==> src/rtl/reg_cmd_engine_pkg.sv <==
// Shared types for the register-bus command engine: FSM state encoding and
// header-byte field positions.
package reg_cmd_pkg;

  localparam int HDR_FLAG = 7;
  localparam int HDR_RW   = 6;
  localparam int ADDR_MSB = 5;
  localparam int ADDR_LSB = 0;
  localparam int ADDR_W   = ADDR_MSB - ADDR_LSB + 1;

  typedef enum logic [3:0] {
    IDLE,
    SIZE_L,
    SIZE_H,
    WR_DATA,
    WR_CSUM,
    RD_SETUP,
    RD_SAMPLE,
    RD_SEND,
    RD_CSUM
  } state_t;

endpackage

==> src/rtl/reg_cmd_engine_if.sv <==
// Bridge byte streams plus the shared register bus driven by the command engine.
interface reg_cmd_engine_if;
  import reg_cmd_pkg::*;

  // rx: rx_valid is a one-cycle strobe with no back-pressure.
  // tx: a byte transfers on any cycle where tx_valid && tx_ready; once raised,
  // tx_valid and tx_data hold steady until that cycle.
  logic [7:0]        rx_data;
  logic              rx_valid;
  logic [7:0]        tx_data;
  logic              tx_valid;
  logic              tx_ready;
  logic [ADDR_W-1:0] reg_address;
  logic [15:0]       reg_bytecnt;
  logic [7:0]        reg_datai;
  logic [7:0]        reg_datao;
  logic [15:0]       reg_size;
  logic              reg_read;
  logic              reg_write;
  logic              reg_addrvalid;
  logic [ADDR_W-1:0] reg_hypaddress;
  logic [15:0]       reg_hyplen;

  modport master (
    input  rx_data, rx_valid, tx_ready, reg_datao, reg_hyplen,
    output tx_data, tx_valid, reg_address, reg_bytecnt, reg_datai, reg_size,
           reg_read, reg_write, reg_addrvalid, reg_hypaddress
  );

  modport slave (
    output rx_data, rx_valid, tx_ready, reg_datao, reg_hyplen,
    input  tx_data, tx_valid, reg_address, reg_bytecnt, reg_datai, reg_size,
           reg_read, reg_write, reg_addrvalid, reg_hypaddress
  );

endinterface

==> src/rtl/reg_cmd_timeout.sv <==
// Inter-byte idle counter: expires after TIMEOUT_CYCLES enabled cycles
// without a clear. A clear in the expiring cycle suppresses the expiry.
module reg_cmd_timeout #(
  parameter int TIMEOUT_CYCLES = 1000000,
  parameter int TMR_W          = $clog2(TIMEOUT_CYCLES + 1)
) (
  input  logic clk,
  input  logic reset_i,
  input  logic clr,
  input  logic en,
  output logic expire
);

  localparam logic [TMR_W-1:0] LAST = TMR_W'(TIMEOUT_CYCLES - 1);

  logic [TMR_W-1:0] cnt;

  always_ff @(posedge clk or negedge reset_i) begin
    if (!reset_i) begin
      cnt <= '0;
    end else if (clr) begin
      cnt <= '0;
    end else if (en) begin
      cnt <= cnt + TMR_W'(1);
    end
  end

  assign expire = en && !clr && (cnt == LAST);

endmodule

==> src/rtl/reg_cmd_engine.sv <==
// Host-side command engine: parses header/size/payload/checksum frames from the
// bridge, drives register-bus writes and read fetches, and returns read data.
module reg_cmd_engine
  import reg_cmd_pkg::*;
#(
  parameter int TIMEOUT_CYCLES = 1000000,
  parameter int TMR_W          = $clog2(TIMEOUT_CYCLES + 1)
) (
  input  logic             clk,
  input  logic             reset_i,
  reg_cmd_engine_if.master bus,
  output logic             busy,
  output logic             err_checksum,
  output logic             err_timeout,
  output logic             err_overrun,
  output state_t           state_dbg
);

  state_t            state, state_nxt;
  logic              rw_q;
  logic [ADDR_W-1:0] addr_q;
  logic [7:0]        size_lo_q;
  logic [15:0]       size_q;
  logic [15:0]       idx_q;
  logic [15:0]       rx_idx_q;
  logic [7:0]        csum_q;
  logic [7:0]        tx_byte_q;
  logic [7:0]        wr_data_q;
  logic              wr_q;
  logic              addrvalid_q;

  logic [15:0] size_full;
  logic [15:0] last_idx;
  logic        hdr_seen;
  logic        in_read;
  logic        tmr_clr;
  logic        tmr_en;
  logic        tmr_expire;

  assign size_full = {bus.rx_data, size_lo_q};
  assign last_idx  = size_q - 16'd1;
  assign hdr_seen  = bus.rx_valid && bus.rx_data[HDR_FLAG];
  assign in_read   = state inside {RD_SETUP, RD_SAMPLE, RD_SEND, RD_CSUM};
  assign tmr_en    = state inside {SIZE_L, SIZE_H, WR_DATA, WR_CSUM};
  assign tmr_clr   = bus.rx_valid || (state == IDLE);

  reg_cmd_timeout #(
    .TIMEOUT_CYCLES (TIMEOUT_CYCLES),
    .TMR_W          (TMR_W)
  ) u_timeout (
    .clk     (clk),
    .reset_i (reset_i),
    .clr     (tmr_clr),
    .en      (tmr_en),
    .expire  (tmr_expire)
  );

  always_ff @(posedge clk or negedge reset_i) begin
    if (!reset_i) begin
      state <= IDLE;
    end else begin
      state <= state_nxt;
    end
  end

  always_comb begin
    state_nxt = state;
    unique case (state)
      IDLE:      if (hdr_seen) state_nxt = SIZE_L;
      SIZE_L:    if (bus.rx_valid) state_nxt = SIZE_H;
                 else if (tmr_expire) state_nxt = IDLE;
      SIZE_H: begin
        if (bus.rx_valid) begin
          if (!rw_q) begin
            state_nxt = (size_full == 16'd0) ? WR_CSUM : WR_DATA;
          end else if (size_full != 16'd0 || bus.reg_hyplen != 16'd0) begin
            state_nxt = RD_SETUP;
          end else begin
            state_nxt = RD_CSUM;
          end
        end else if (tmr_expire) begin
          state_nxt = IDLE;
        end
      end
      WR_DATA:   if (bus.rx_valid) begin
                   if (rx_idx_q == last_idx) state_nxt = WR_CSUM;
                 end else if (tmr_expire) begin
                   state_nxt = IDLE;
                 end
      WR_CSUM:   if (bus.rx_valid || tmr_expire) state_nxt = IDLE;
      RD_SETUP:  state_nxt = RD_SAMPLE;
      RD_SAMPLE: state_nxt = RD_SEND;
      RD_SEND:   if (bus.tx_ready) state_nxt = (idx_q == last_idx) ? RD_CSUM : RD_SETUP;
      RD_CSUM:   if (bus.tx_ready) state_nxt = IDLE;
      default:   state_nxt = IDLE;
    endcase
  end

  always_comb begin
    bus.reg_read = 1'b0;
    bus.tx_valid = 1'b0;
    bus.tx_data  = tx_byte_q;
    busy         = (state != IDLE);
    state_dbg    = state;
    unique case (state)
      RD_SETUP, RD_SAMPLE: bus.reg_read = 1'b1;
      RD_SEND:             bus.tx_valid = 1'b1;
      RD_CSUM: begin
        bus.tx_valid = 1'b1;
        bus.tx_data  = csum_q;
      end
      default: ;
    endcase
  end

  always_ff @(posedge clk or negedge reset_i) begin
    if (!reset_i) begin
      rw_q         <= 1'b0;
      addr_q       <= '0;
      size_lo_q    <= '0;
      size_q       <= '0;
      idx_q        <= '0;
      rx_idx_q     <= '0;
      csum_q       <= '0;
      tx_byte_q    <= '0;
      wr_data_q    <= '0;
      wr_q         <= 1'b0;
      addrvalid_q  <= 1'b0;
      err_checksum <= 1'b0;
      err_timeout  <= 1'b0;
      err_overrun  <= 1'b0;
    end else begin
      wr_q         <= 1'b0;
      err_checksum <= 1'b0;
      err_timeout  <= 1'b0;
      err_overrun  <= 1'b0;
      // reg_bytecnt trails each write strobe so the strobe cycle shows its own index
      if (wr_q) idx_q <= idx_q + 16'd1;
      unique case (state)
        IDLE: if (hdr_seen) begin
          addr_q      <= bus.rx_data[ADDR_MSB:ADDR_LSB];
          rw_q        <= bus.rx_data[HDR_RW];
          addrvalid_q <= 1'b1;
          csum_q      <= bus.rx_data;
        end
        SIZE_L: if (bus.rx_valid) begin
          size_lo_q <= bus.rx_data;
          csum_q    <= csum_q + bus.rx_data;
        end
        SIZE_H: if (bus.rx_valid) begin
          csum_q   <= csum_q + bus.rx_data;
          idx_q    <= '0;
          rx_idx_q <= '0;
          size_q   <= (rw_q && size_full == 16'd0) ? bus.reg_hyplen : size_full;
        end
        WR_DATA: if (bus.rx_valid) begin
          csum_q    <= csum_q + bus.rx_data;
          wr_q      <= 1'b1;
          wr_data_q <= bus.rx_data;
          rx_idx_q  <= rx_idx_q + 16'd1;
        end
        WR_CSUM: if (bus.rx_valid) begin
          err_checksum <= (bus.rx_data != csum_q);
          addrvalid_q  <= 1'b0;
        end
        RD_SAMPLE: begin
          tx_byte_q <= bus.reg_datao;
          csum_q    <= csum_q + bus.reg_datao;
        end
        RD_SEND: if (bus.tx_ready && idx_q != last_idx) idx_q <= idx_q + 16'd1;
        RD_CSUM: if (bus.tx_ready) addrvalid_q <= 1'b0;
        default: ;
      endcase
      if (tmr_expire) begin
        err_timeout <= 1'b1;
        addrvalid_q <= 1'b0;
      end
      if (bus.rx_valid && in_read) err_overrun <= 1'b1;
    end
  end

  assign bus.reg_address    = addr_q;
  assign bus.reg_hypaddress = addr_q;
  assign bus.reg_bytecnt    = idx_q;
  assign bus.reg_datai      = wr_data_q;
  assign bus.reg_size       = size_q;
  assign bus.reg_write      = wr_q;
  assign bus.reg_addrvalid  = addrvalid_q;

endmodule

==> src/flat_wrapper.sv <==
// flat-port wrapper written by rule: the top's interface ports become plain ports
module reg_cmd_engine_flat import reg_cmd_pkg::*;
#(
  parameter int TIMEOUT_CYCLES = 1000000,
  parameter int TMR_W          = $clog2(TIMEOUT_CYCLES + 1)
)
  (clk, reset_i, busy, err_checksum, err_timeout, err_overrun, state_dbg, bus_rx_data, bus_rx_valid, bus_tx_ready, bus_reg_datao, bus_reg_hyplen, bus_tx_data, bus_tx_valid, bus_reg_address, bus_reg_bytecnt, bus_reg_datai, bus_reg_size, bus_reg_read, bus_reg_write, bus_reg_addrvalid, bus_reg_hypaddress);
  reg_cmd_engine_if bus_i ();
  input  logic clk;
  input  logic reset_i;
  output logic busy;
  output logic err_checksum;
  output logic err_timeout;
  output logic err_overrun;
  output state_t state_dbg;
  input wire logic [$bits(bus_i.rx_data)-1:0] bus_rx_data;
  input wire logic [$bits(bus_i.rx_valid)-1:0] bus_rx_valid;
  input wire logic [$bits(bus_i.tx_ready)-1:0] bus_tx_ready;
  input wire logic [$bits(bus_i.reg_datao)-1:0] bus_reg_datao;
  input wire logic [$bits(bus_i.reg_hyplen)-1:0] bus_reg_hyplen;
  output wire logic [$bits(bus_i.tx_data)-1:0] bus_tx_data;
  output wire logic [$bits(bus_i.tx_valid)-1:0] bus_tx_valid;
  output wire logic [$bits(bus_i.reg_address)-1:0] bus_reg_address;
  output wire logic [$bits(bus_i.reg_bytecnt)-1:0] bus_reg_bytecnt;
  output wire logic [$bits(bus_i.reg_datai)-1:0] bus_reg_datai;
  output wire logic [$bits(bus_i.reg_size)-1:0] bus_reg_size;
  output wire logic [$bits(bus_i.reg_read)-1:0] bus_reg_read;
  output wire logic [$bits(bus_i.reg_write)-1:0] bus_reg_write;
  output wire logic [$bits(bus_i.reg_addrvalid)-1:0] bus_reg_addrvalid;
  output wire logic [$bits(bus_i.reg_hypaddress)-1:0] bus_reg_hypaddress;
  assign bus_i.rx_data = bus_rx_data;
  assign bus_i.rx_valid = bus_rx_valid;
  assign bus_i.tx_ready = bus_tx_ready;
  assign bus_i.reg_datao = bus_reg_datao;
  assign bus_i.reg_hyplen = bus_reg_hyplen;
  assign bus_tx_data = bus_i.tx_data;
  assign bus_tx_valid = bus_i.tx_valid;
  assign bus_reg_address = bus_i.reg_address;
  assign bus_reg_bytecnt = bus_i.reg_bytecnt;
  assign bus_reg_datai = bus_i.reg_datai;
  assign bus_reg_size = bus_i.reg_size;
  assign bus_reg_read = bus_i.reg_read;
  assign bus_reg_write = bus_i.reg_write;
  assign bus_reg_addrvalid = bus_i.reg_addrvalid;
  assign bus_reg_hypaddress = bus_i.reg_hypaddress;
  reg_cmd_engine #(.TIMEOUT_CYCLES(TIMEOUT_CYCLES), .TMR_W(TMR_W)) u_core (.clk(clk), .reset_i(reset_i), .bus(bus_i), .busy(busy), .err_checksum(err_checksum), .err_timeout(err_timeout), .err_overrun(err_overrun), .state_dbg(state_dbg));
endmodule
==> config.mk <==
export PLATFORM = sky130hd
export DESIGN_NAME = reg_cmd_engine_flat
export DESIGN_NICKNAME = d
export VERILOG_FILES = /design/src/rtl/reg_cmd_engine_pkg.sv /design/src/rtl/reg_cmd_engine_if.sv /design/src/rtl/reg_cmd_timeout.sv /design/src/rtl/reg_cmd_engine.sv /design/src/flat_wrapper.sv
export SDC_FILE = /design/constraint.sdc
export NUM_CORES = 1
export LEC_CHECK = 0
export CORE_UTILIZATION = 50
export CTS_BUF_LIST = sky130_fd_sc_hd__clkbuf_4
export CTS_CLUSTER_DIAMETER = 80
export DETAILED_ROUTE_END_ITERATION = 10
export GPL_ROUTABILITY_DRIVEN = 0
export PLACE_DENSITY = 0.75
export RECOVER_POWER = 100
export SETUP_SLACK_MARGIN = 0.15
export SYNTH_ARGS = -nofsm -noshare
export SYNTH_HDL_FRONTEND = slang
export SYNTH_SLANG_ARGS = --single-unit
export TNS_END_PERCENT = 20
==> constraint.sdc <==
create_clock -name clk -period 6.17 [get_ports clk]
set_clock_uncertainty 0.05 [all_clocks]
set_input_delay 1.234 -clock clk [delete_from_list [all_inputs] [get_ports clk]]
set_output_delay 1.234 -clock clk [all_outputs]
set_load 0.02 [all_outputs]
==> out/metrics.yaml, run 1 <==
ctsHoldBuffers: 0
powerDensity_nw_per_um2: 437
antenna_found_initial: 1
root_buffer: "clkbuf_4"
hold_depth: 2
ys.flop_type: "dfrtp_1"
hold_path_end: "u_core.tx_byte_q[7]$_DFFE_PN0P_"
syn_inst: 801
finalHoldViolations: 0
rsz0062_at_grt: "no"
globalRoute.totalOverflow: 0
regToRegStartpoint: "u_core.bus.reg_size[0]$_DFFE_PN0P_"
insertion_delay_ns: 0.56
seq_area_sq_um: 2900
path_buf_inv: 2
vias: 6291
route.detailed.drc: 0
rows: 43
syn_area_sq_um: 7210
num_io_pins: 108
final_nets: 926
cp_slowest_cell: "clkbuf_1"
ys_types: 72
final_cell_mix: "116 x dfrtp_1, 109 x nand2_1, 74 x dlygate4sd3_1, 72 x nor2_1, 64 x a21oi_1"
cts_buffers: 17
die_h_um: 122
drive_gt1_frac: 0.0876
tightestPinTransition_ns: 3.53
violations: "max-capacitance violations, max-slew violations"
syn_to_final_growth_pct: 17.6
finalSetupViolations: 0
dieWidth_um: 122
crit_path_start_kind: "primary input"
cap_violations: 2
max_freq_mhz: 225
crit_family: "buffers and inverters"
ctsResizeCount: 0
final_common_cell: "dfrtp_1"
cpPeakStageDelay_ns: 1.11
clockPowerShare: 0.146
clk_pin_slew_ns: 0.11
ir_drop_uv: 273
regToRegSetupSlack_ns: 1.98
max-slew-margin-rel: -1.35
status: "complete, but fails checks"
cp_max_fo: 37
crit_chain: "dlygate4sd3_1 > nand3_1 > nor2_2 > clkbuf_1 > o21ai_0 > o221ai_1 > a21oi_1 > mux2i_1"
p_sw_frac: 0.449
grt_pass1_wl_um: 30500
detailed_place_hpwl_um: 13700
wl_per_cell_um: 17.8
endpoint_kind: "flip-flop"
wl_met2_um: 9290
h-tree-depth: 4
cts_tree: "built"
reg2regPathDepth: 10
ys_async_sr_fraction: 1.00
worstPathArrival_ns: 4.87
initial_core_util: 0.515
wl_met1_um: 8490
internal_power_mw: 2.04
clockBufferDepth: 2
final_max_slew_viol_count: 66
synthesis.nets: 849
finalSetupTns_ns: 0
dr.pass1.iters: 5
ant_nets: 0
pwr-share-comb: 0.482
die_area_sq_um: 14900
core_sq_um: 14000
synth-seq-cells: 116
crit_type: "primary input to flip-flop"
postRouteWirelength_um: 19100
p_switching_mw: 1.67
port_buffers: 107
grt_start_max_net_pins: 66
first_global_vias: 5894
ys_warn_count: 0
grt_usage: 0.267
vias_per_cell: 5.87
avgSynthCellArea_sq_um: 9.00
drt_first_iter_violations: 537
wl_met3_um: 967
worstHoldStart: "u_core.tx_byte_q[7]$_DFFE_PN0P_"
p_leak_nw: 3.69
final_util: 0.606
finalCritPeriodShare: 0.721
nFillCells: 1247
multiInputGateArea_sq_um: 3930
numClockSinks: 116
synth_edf_count: 0
r2r_end: "u_core.bus.reg_bytecnt[11]$_DFF_PN0_"
cts_setup_buffers: 0
fin_hold_ws_ns: 0.441
yosysSeqAreaShare: 0.403
hp-class: "flip-flop to flip-flop"
p_seq_frac: 0.371
top_layer_used: "met4"
required_ns: 6.59
period_needed_ns: 4.45
==> worst max path at each step <==
stage | startpoint | endpoint | slack, ns | cells past startpoint
4_1_cts | u_core.state_dbg[0]$_DFFE_PN0P_ | bus_tx_data[0] | 1.79 | 5
5_1_grt | bus_rx_valid | u_core.state_dbg[2]$_DFFE_PN0P_ | 1.38 | 8
2_1_floorplan | u_core.state_dbg[2]$_DFFE_PN0P_ | u_core.csum_q[7]$_DFFE_PN0P_ | 2.47 | 18
3_5_place_dp | bus_rx_valid | u_core.bus.reg_bytecnt[5]$_DFF_PN0_ | 2.17 | 7
6_report | bus_rx_valid | u_core.state_dbg[2]$_DFFE_PN0P_ | 1.72 | 8
3_3_place_gp | bus_rx_valid | u_core.bus.reg_bytecnt[5]$_DFF_PN0_ | 2.26 | 7
==> power by group through the flow <==
stage	logic [mW]	clock network, mW	registers, mW
after detailed placement	1.86	0	1.39
after floorplan	1.28	0	1.34
final	1.79	0.542	1.38
after global routing	1.96	0.581	1.41
after CTS	1.87	0.551	1.37
after global placement	1.83	0	1.38
==> cell usage after synthesis (4+ instances only) <==
| library cell | count | area (sq um) |
|---|---|---|
| inv_1 | 14 | 52.6 |
| a31oi_1 | 4 | 25.0 |
| o21ai_0 | 22 | 110 |
| or3_1 | 4 | 25.0 |
| nor3b_1 | 4 | 30.0 |
| nor4_1 | 17 | 106 |
| mux2_2 | 23 | 259 |
| a22o_1 | 8 | 70.1 |
| and3_1 | 20 | 125 |
| nor2_1 | 73 | 274 |
| clkbuf_1 | 30 | 113 |
| mux2i_1 | 19 | 190 |
| nand2_1 | 109 | 409 |
| clkbuf_2 | 4 | 20.0 |
| clkbuf_8 | 4 | 55.1 |
| a21oi_1 | 63 | 315 |
| nor2b_1 | 5 | 31.3 |
| buf_4 | 8 | 60.1 |
| o21a_1 | 4 | 30.0 |
| dfrtp_1 | 116 | 2900 |
| xnor2_1 | 31 | 272 |
| a211oi_1 | 8 | 60.1 |
| ha_1 | 11 | 138 |
| and4_1 | 6 | 52.6 |
| nand2b_1 | 10 | 62.6 |
| a311oi_1 | 11 | 96.3 |
| nand3_1 | 29 | 145 |
| nor3_1 | 15 | 75.1 |
| xor2_1 | 37 | 324 |
| nand4_1 | 14 | 87.6 |
| o31ai_1 | 5 | 37.5 |
| a21o_1 | 8 | 60.1 |
==> kinds of logic (layout without fill, tap and decap cells) <==
| group | after synthesis | in the layout | share of synthesized area |
|---|---|---|---|
| AO/OA/AOI/OAI | 163 | 163 | 0.148 |
| XOR/XNOR | 68 | 68 | 0.0826 |
| adder cells (fa/ha/maj) | 12 | 12 | 0.0219 |
| buffers and inverters | 68 | 157 | 0.0502 |
| flip-flops | 116 | 116 | 0.403 |
| multiplexers | 42 | 42 | 0.0623 |
| other | 0 | 1 | 0 |
| AND/OR/NAND/NOR | 332 | 332 | 0.233 |
==> flip-flops by register name (all words and copies together), names as in the netlist, 4 cells and up <==
signal,flops
u_core.size_lo_q,8
u_core.state_dbg,4
u_core.bus.reg_bytecnt,16
u_core.rx_idx_q,16
u_core.csum_q,8
u_core.tx_byte_q,8
u_core.u_timeout.cnt,20
u_core.bus.reg_address,6
u_core.bus.reg_datai,8
u_core.bus.reg_size,16
==> tightest hold or removal path: cells and delay by family (launching register included) <==
family / cells / cell delay (ns)
flops: 1 / 0.36
simple gates: 2 / 0.10
==> through the flow <==
step	instances	cell area, sq um	power [mW]	setup WS [ns]
after floorplan	801	7210	2.62	2.47
after global placement	1039	8240	3.21	2.26
after detailed placement	1039	8240	3.25	2.17
after CTS	1070	8510	3.79	1.79
after global routing	1071	8480	3.95	1.38
final	1071	8480	3.71	1.72
==> layer usage <==
metal | track usage | vias to the layer above
met5 | 0 | -
li1 | - | 3010
met4 | 0.0755 | 0
met3 | 0.0581 | 34
met1 | 0.349 | 3036
met2 | 0.444 | 211
==> final cells by class <==
type | count | area share
timing repair buffer | 112 | 0.130
sequential | 116 | 0.342
clock buffer | 17 | 0.0151
tap | 180 | 0.0266
clock inverter | 14 | 0.0164
antenna | 1 | 0.000295
multi-input combinational | 617 | 0.464
inverter | 14 | 0.00620
(Power assumes the default switching activity.)
==> run 2, diff against run 1 <==
--- a/config.mk
+++ b/config.mk
@@ -10,7 +10,7 @@
 export CTS_CLUSTER_DIAMETER = 80
 export DETAILED_ROUTE_END_ITERATION = 10
 export GPL_ROUTABILITY_DRIVEN = 0
-export PLACE_DENSITY = 0.75
+export PLACE_DENSITY = 0.78
 export RECOVER_POWER = 100
 export SETUP_SLACK_MARGIN = 0.15
 export SYNTH_ARGS = -nofsm -noshare
==> constraint.sdc (replaced) <==
create_clock -name clk -period 3.8 [get_ports clk]
set_clock_uncertainty 0.05 [all_clocks]
set_input_delay 0.76 -clock clk [delete_from_list [all_inputs] [get_ports clk]]
set_output_delay 0.76 -clock clk [all_outputs]
set_load 0.02 [all_outputs]
==> run 2 against run 1 <==
  * The run now ends clean
  * First-iteration DRC count increased by 5.4%
  * Combinational power increased by 69%
  * Via count increased by 1.9%
  * Worst hold slack about the same
  * Non-clock buffer count increased by 19
  * Count of clock-buffer cells in the layout increased by 3
  * Total power increased by 65%
  * Worst setup slack got worse by 1.5 ns
  * Cell area increased by 1.7%
  * Highest routed layer unchanged
==> out/metrics.yaml, run 2 (synthesis results as in run 1) <==
status: "complete, no violations"
route.detailed.drc: 0
cts_tree: "built"
vias_per_cell: 5.89
period_needed_ns: 3.56
crit_type: "flip-flop to output port"
die_h_um: 122
first_global_vias: 6170
detailed_place_hpwl_um: 14000
vias: 6413
root_buffer: "clkbuf_4"
ctsHoldBuffers: 0
powerDensity_nw_per_um2: 711
grt_start_max_net_pins: 58
max-slew-margin-rel: 0.00405
antenna_found_initial: 0
finalSetupViolations: 0
dieWidth_um: 122
cpPeakStageDelay_ns: 0.68
postRouteWirelength_um: 19000
grt_usage: 0.269
globalRoute.totalOverflow: 0
clk_pin_slew_ns: 0.11
final_nets: 945
syn_to_final_growth_pct: 19.5
nFillCells: 1246
crit_path_start_kind: "flip-flop"
final_cell_mix: "116 x dfrtp_1, 108 x nand2_1, 73 x nor2_1, 71 x dlygate4sd3_1, 63 x a21oi_1"
wl_met2_um: 9180
wl_met3_um: 997
num_io_pins: 108
wl_met1_um: 8370
finalHoldViolations: 0
postLayoutCellArea_sq_um: 8620
final_max_slew_viol_count: 0
clockBufferDepth: 2
core_sq_um: 14000
crit_chain: "clkbuf_2 > nand3_1 > nand2_1 > dlygate4sd3_1"
insertion_delay_ns: 0.52
place_inst: 1058
cp_slowest_cell: "dlygate4sd3_1"
path_buf_inv: 2
h-tree-depth: 4
rsz0062_at_grt: "yes"
top_layer_used: "met4"
cp_max_fo: 21
post_dp_cell_area_sq_um: 8380
dr.pass1.iters: 6
tightestPinTransition_ns: 1.49
largest_reg_flops: 20
worstPathArrival_ns: 2.75
max_freq_mhz: 281
endpoint_kind: "output port"
required_ns: 2.99
final_common_cell: "dfrtp_1"
grt_pass1_wl_um: 30900
initial_core_util: 0.515
finalCritPeriodShare: 0.937
port_buffers: 107
cap_violations: 0
hp-class: "flip-flop to flip-flop"
die_area_sq_um: 14900
rows: 43
ir_drop_uv: 405
wl_per_cell_um: 17.5
drt_first_iter_violations: 566
numClockSinks: 116
p_leak_nw: 3.76
ant_nets: 0
antenna_cells: 0
finalSetupTns_ns: 0
largest_register: "u_core.u_timeout.cnt"
crit_family: "buffers and inverters"
cts_buffers: 17
drive_gt1_frac: 0.0968
final_cells: 1089
## run 2: changes by cell type in the layout (fill, tap and decap cells not counted), moves of 4 or more
cell | before | now
buf_4 | 4 | 12
clkbuf_1 | 2 | 10
clkinv_1 | 0 | 4
clkinv_2 | 6 | 1
## run 2: layout make-up
cell class,count,area [sq um],area share
Clock buffer,20,150,0.0174
Multi-Input combinational cell,617,3950,0.458
Sequential cell,116,2900,0.337
Inverter,14,52.6,0.00610
Tap cell,180,225,0.0261
Clock inverter,11,136,0.0158
Timing Repair Buffer,131,1200,0.140
## run 2: where the power goes
group	switching (mW)	internal, mW
Clock	0.467	0.468
Combinational	1.66	1.36
Sequential	0.561	1.61
Total	2.69	3.44
## run 2: what timing repair did
item / 4_1_cts / 5_1_grt
buffers inserted: 0 / 0
hold endpoints to repair: 0 / 0
resized for setup: 2 / 1
endpoints found under the setup margin: 3 / 12
## run 2: path summary, 6_finish.rpt
path,start,end,slack [ns],depth (start not counted)
max,u_core.state_dbg[0]$_DFFE_PN0P_,bus_tx_valid,0.24,4
min,u_core.tx_byte_q[4]$_DFFE_PN0P_,u_core.tx_byte_q[4]$_DFFE_PN0P_,0.44,2
max reg2reg,u_core.bus.reg_size[0]$_DFFE_PN0P_,u_core.bus.reg_bytecnt[13]$_DFF_PN0_,0.41,9
min reg2reg,u_core.tx_byte_q[4]$_DFFE_PN0P_,u_core.tx_byte_q[4]$_DFFE_PN0P_,0.44,2
max in group asynchronous,reset_i,u_core.size_lo_q[2]$_DFFE_PN0P_,1.33,2
min in group asynchronous,reset_i,u_core.bus.reg_bytecnt[7]$_DFF_PN0_,0.52,1
## run 2: metrics by stage
| stage | power (mW) | hold WS, ns | worst slack, ns | utilization |
|---|---|---|---|---|
| 2_1_floorplan | 4.25 | 0.396 | 0.200 | - |
| 3_3_place_gp | 5.25 | 0.408 | 0.521 | 0.599 |
| 3_5_place_dp | 5.32 | 0.412 | 0.472 | 0.599 |
| 4_1_cts | 6.27 | 0.239 | 0.237 | 0.620 |
| 5_1_grt | 6.52 | 0.470 | 0.0704 | 0.616 |
| 6_report | 6.13 | 0.441 | 0.241 | 0.616 |
## run 2: worst reg2reg max path: cells and delay by family, from the launching register on
family / cells / cell delay (ns)
compound gates: 3 / 1.20
simple gates: 3 / 0.93
flops: 1 / 0.52
fa+ha+maj: 1 / 0.31
mux: 1 / 0.18
buf+inv: 1 / 0.14
## run 2: routing by layer
layer / vias up / track usage
met5: - / 0
met4: 0 / 0.0938
met3: 41 / 0.0552
met2: 231 / 0.437
met1: 3096 / 0.356
li1: 3045 / -
==> run 3, diff against run 2 <==
--- a/config.mk
+++ b/config.mk
@@ -5,12 +5,14 @@
 export SDC_FILE = /design/constraint.sdc
 export NUM_CORES = 1
 export LEC_CHECK = 0
-export CORE_UTILIZATION = 50
+export CELL_PAD_IN_SITES_DETAIL_PLACEMENT = 1
+export CELL_PAD_IN_SITES_GLOBAL_PLACEMENT = 2
+export CORE_UTILIZATION = 31
 export CTS_BUF_LIST = sky130_fd_sc_hd__clkbuf_4
 export CTS_CLUSTER_DIAMETER = 80
 export DETAILED_ROUTE_END_ITERATION = 10
 export GPL_ROUTABILITY_DRIVEN = 0
-export PLACE_DENSITY = 0.78
+export PLACE_DENSITY_LB_ADDON = 0.1
 export RECOVER_POWER = 100
 export SETUP_SLACK_MARGIN = 0.15
 export SYNTH_ARGS = -nofsm -noshare
==> run 3 against run 2 <==
  * The run now ends with max-capacitance violations, max-slew violations left
  * Wire length up 31%
  * Cell area increased by 2.8%
  * Worst hold slack improved by 0.0052 ns
  * Count of clock-buffer cells in the layout is 2 lower
  * Via count up 1.3%
  * Critical path depth grew 1
  * Register-to-register slack worse by 0.07 ns
  * Final cell count rose by 11%
  * Sequential power barely moved
  * Fmax rose by 0.57%
  * Combinational power rose by 7.9%
==> out/metrics.yaml, run 3 (synthesis results as in run 1) <==
status: "complete, but fails checks"
violations: "max-capacitance violations, max-slew violations"
final_nets: 955
core_sq_um: 22700
die_area_sq_um: 23900
max_freq_mhz: 283
largest_reg_flops: 20
detailed_place_hpwl_um: 18600
ctsHoldBuffers: 0
drive_gt1_frac: 0.114
required_ns: 2.99
cap_violations: 1
p_seq_frac: 0.333
crit_top_cell: "nand2_1"
insertion_delay_ns: 0.54
antenna_found_initial: 1
p_leak_nw: 3.83
vias: 6497
drt_first_iter_violations: 332
cts_buffers: 17
initial_core_util: 0.317
grt_pass1_wl_um: 39700
wl_per_cell_um: 20.7
ant_nets: 0
worstPathArrival_ns: 2.73
crit_path_start_kind: "flip-flop"
crit_chain: "clkbuf_1 > and2_1 > nand2_1 > nand2_1 > dlygate4sd3_1"
postLayoutCellArea_sq_um: 8860
tightestPinTransition_ns: 1.96
clockPowerShare: 0.165
port_buffers: 107
numClockSinks: 116
grt_start_max_net_pins: 73
h-tree-depth: 4
r2r_end: "u_core.bus.reg_size[0]$_DFFE_PN0P_"
final_cell_mix: "116 x dfrtp_1, 108 x nand2_1, 72 x nor2_1, 70 x dlygate4sd3_1, 63 x a21oi_1"
p_switching_mw: 2.94
cpPeakStageDelay_ns: 0.68
regToRegStartpoint: "u_core.state_dbg[3]$_DFFE_PN0P_"
dr.pass1.iters: 4
route.detailed.drc: 0
vias_per_cell: 5.39
clockBufferDepth: 2
finalCritPeriodShare: 0.931
final_common_cell: "dfrtp_1"
startpoint: "u_core.state_dbg[3]$_DFFE_PN0P_"
max-slew-margin-rel: -0.308
hp-class: "flip-flop to flip-flop"
root_buffer: "clkbuf_4"
finalHoldViolations: 0
first_global_vias: 6951
pwr-share-comb: 0.503
internal_power_mw: 3.56
syn_to_final_growth_pct: 22.9
finalSetupTns_ns: 0
crit_type: "flip-flop to output port"
ctsResizeCount: 1
num_io_pins: 108
post_dp_cell_area_sq_um: 8590
rsz0062_at_grt: "yes"
p_sw_frac: 0.453
endpoint_kind: "output port"
reg2regPathDepth: 8
regToRegSetupSlack_ns: 0.34
rows: 55
cts_setup_buffers: 0
grt_usage: 0.217
final_max_slew_viol_count: 73
clk_pin_slew_ns: 0.12
finalSetupViolations: 0
cp_slowest_cell: "dlygate4sd3_1"
cp_max_fo: 15
power_mw: 6.50
globalRoute.totalOverflow: 0
cts_tree: "built"
ir_drop_uv: 351
largest_register: "u_core.u_timeout.cnt"
period_needed_ns: 3.54
die_h_um: 155
cp-endpoint: "bus_tx_data[0]"
postRouteWirelength_um: 25000
dieWidth_um: 155
powerDensity_nw_per_um2: 733
-- run 3: area by class of cell --
type / instances / area (sq um)
diodes: 1 / 2.50
clock buffers: 18 / 135
clock inverters: 14 / 185
fillers: 2658 / 13800
inverters: 14 / 52.6
multi-input cells: 617 / 3940
flip-flops and latches: 116 / 2900
well taps: 285 / 357
repair buffers: 141 / 1290
-- run 3: worst min path at each step --
stage,startpoint,endpoint,depth (start not counted)
5_1_grt,u_core.tx_byte_q[5]$_DFFE_PN0P_,u_core.tx_byte_q[5]$_DFFE_PN0P_,2
3_3_place_gp,u_core.tx_byte_q[2]$_DFFE_PN0P_,u_core.tx_byte_q[2]$_DFFE_PN0P_,2
4_1_cts,reset_i,u_core.bus.reg_datai[0]$_DFFE_PN0P_,1
3_5_place_dp,u_core.tx_byte_q[7]$_DFFE_PN0P_,u_core.tx_byte_q[7]$_DFFE_PN0P_,2
6_report,u_core.tx_byte_q[6]$_DFFE_PN0P_,u_core.tx_byte_q[6]$_DFFE_PN0P_,2
2_1_floorplan,u_core.tx_byte_q[7]$_DFFE_PN0P_,u_core.tx_byte_q[7]$_DFFE_PN0P_,2
-- run 3: power groups by stage --
| stage | Sequential [mW] | Combinational [mW] | Clock, mW |
|---|---|---|---|
| after floorplan | 2.18 | 2.07 | 0 |
| after global placement | 2.17 | 3.35 | 0 |
| after detailed placement | 2.20 | 3.40 | 0 |
| after CTS | 2.18 | 3.43 | 1.10 |
| after global routing | 2.23 | 3.57 | 1.15 |
| final | 2.16 | 3.26 | 1.07 |
-- run 3: per-stage QoR --
step,instances,util,hold WS (ns),worst slack [ns]
after floorplan,801,-,0.396,0.200
after global placement,1173,0.378,0.409,0.477
after detailed placement,1173,0.378,0.420,0.445
after CTS,1205,0.392,0.328,0.0745
after global routing,1206,0.390,0.488,0.0719
final,1206,0.390,0.446,0.261
-- run 3: layer usage --
| layer | track usage | part of all wire | up-vias |
|---|---|---|---|
| li1 | - | - | 3064 |
| met1 | 0.293 | 0.48 | 3288 |
| met2 | 0.359 | 0.48 | 126 |
| met3 | 0.0322 | 0.025 | 19 |
| met4 | 0.0613 | 0.013 | 0 |
| met5 | 0 | 0 | - |
-- run 3: worst max-delay path, delay by kind of cell (launching register included) --
kind	cells	cell delay (ns)
buffers and inverters	2	1.19
flip-flops	1	0.37
AND/OR/NAND/NOR	3	0.63
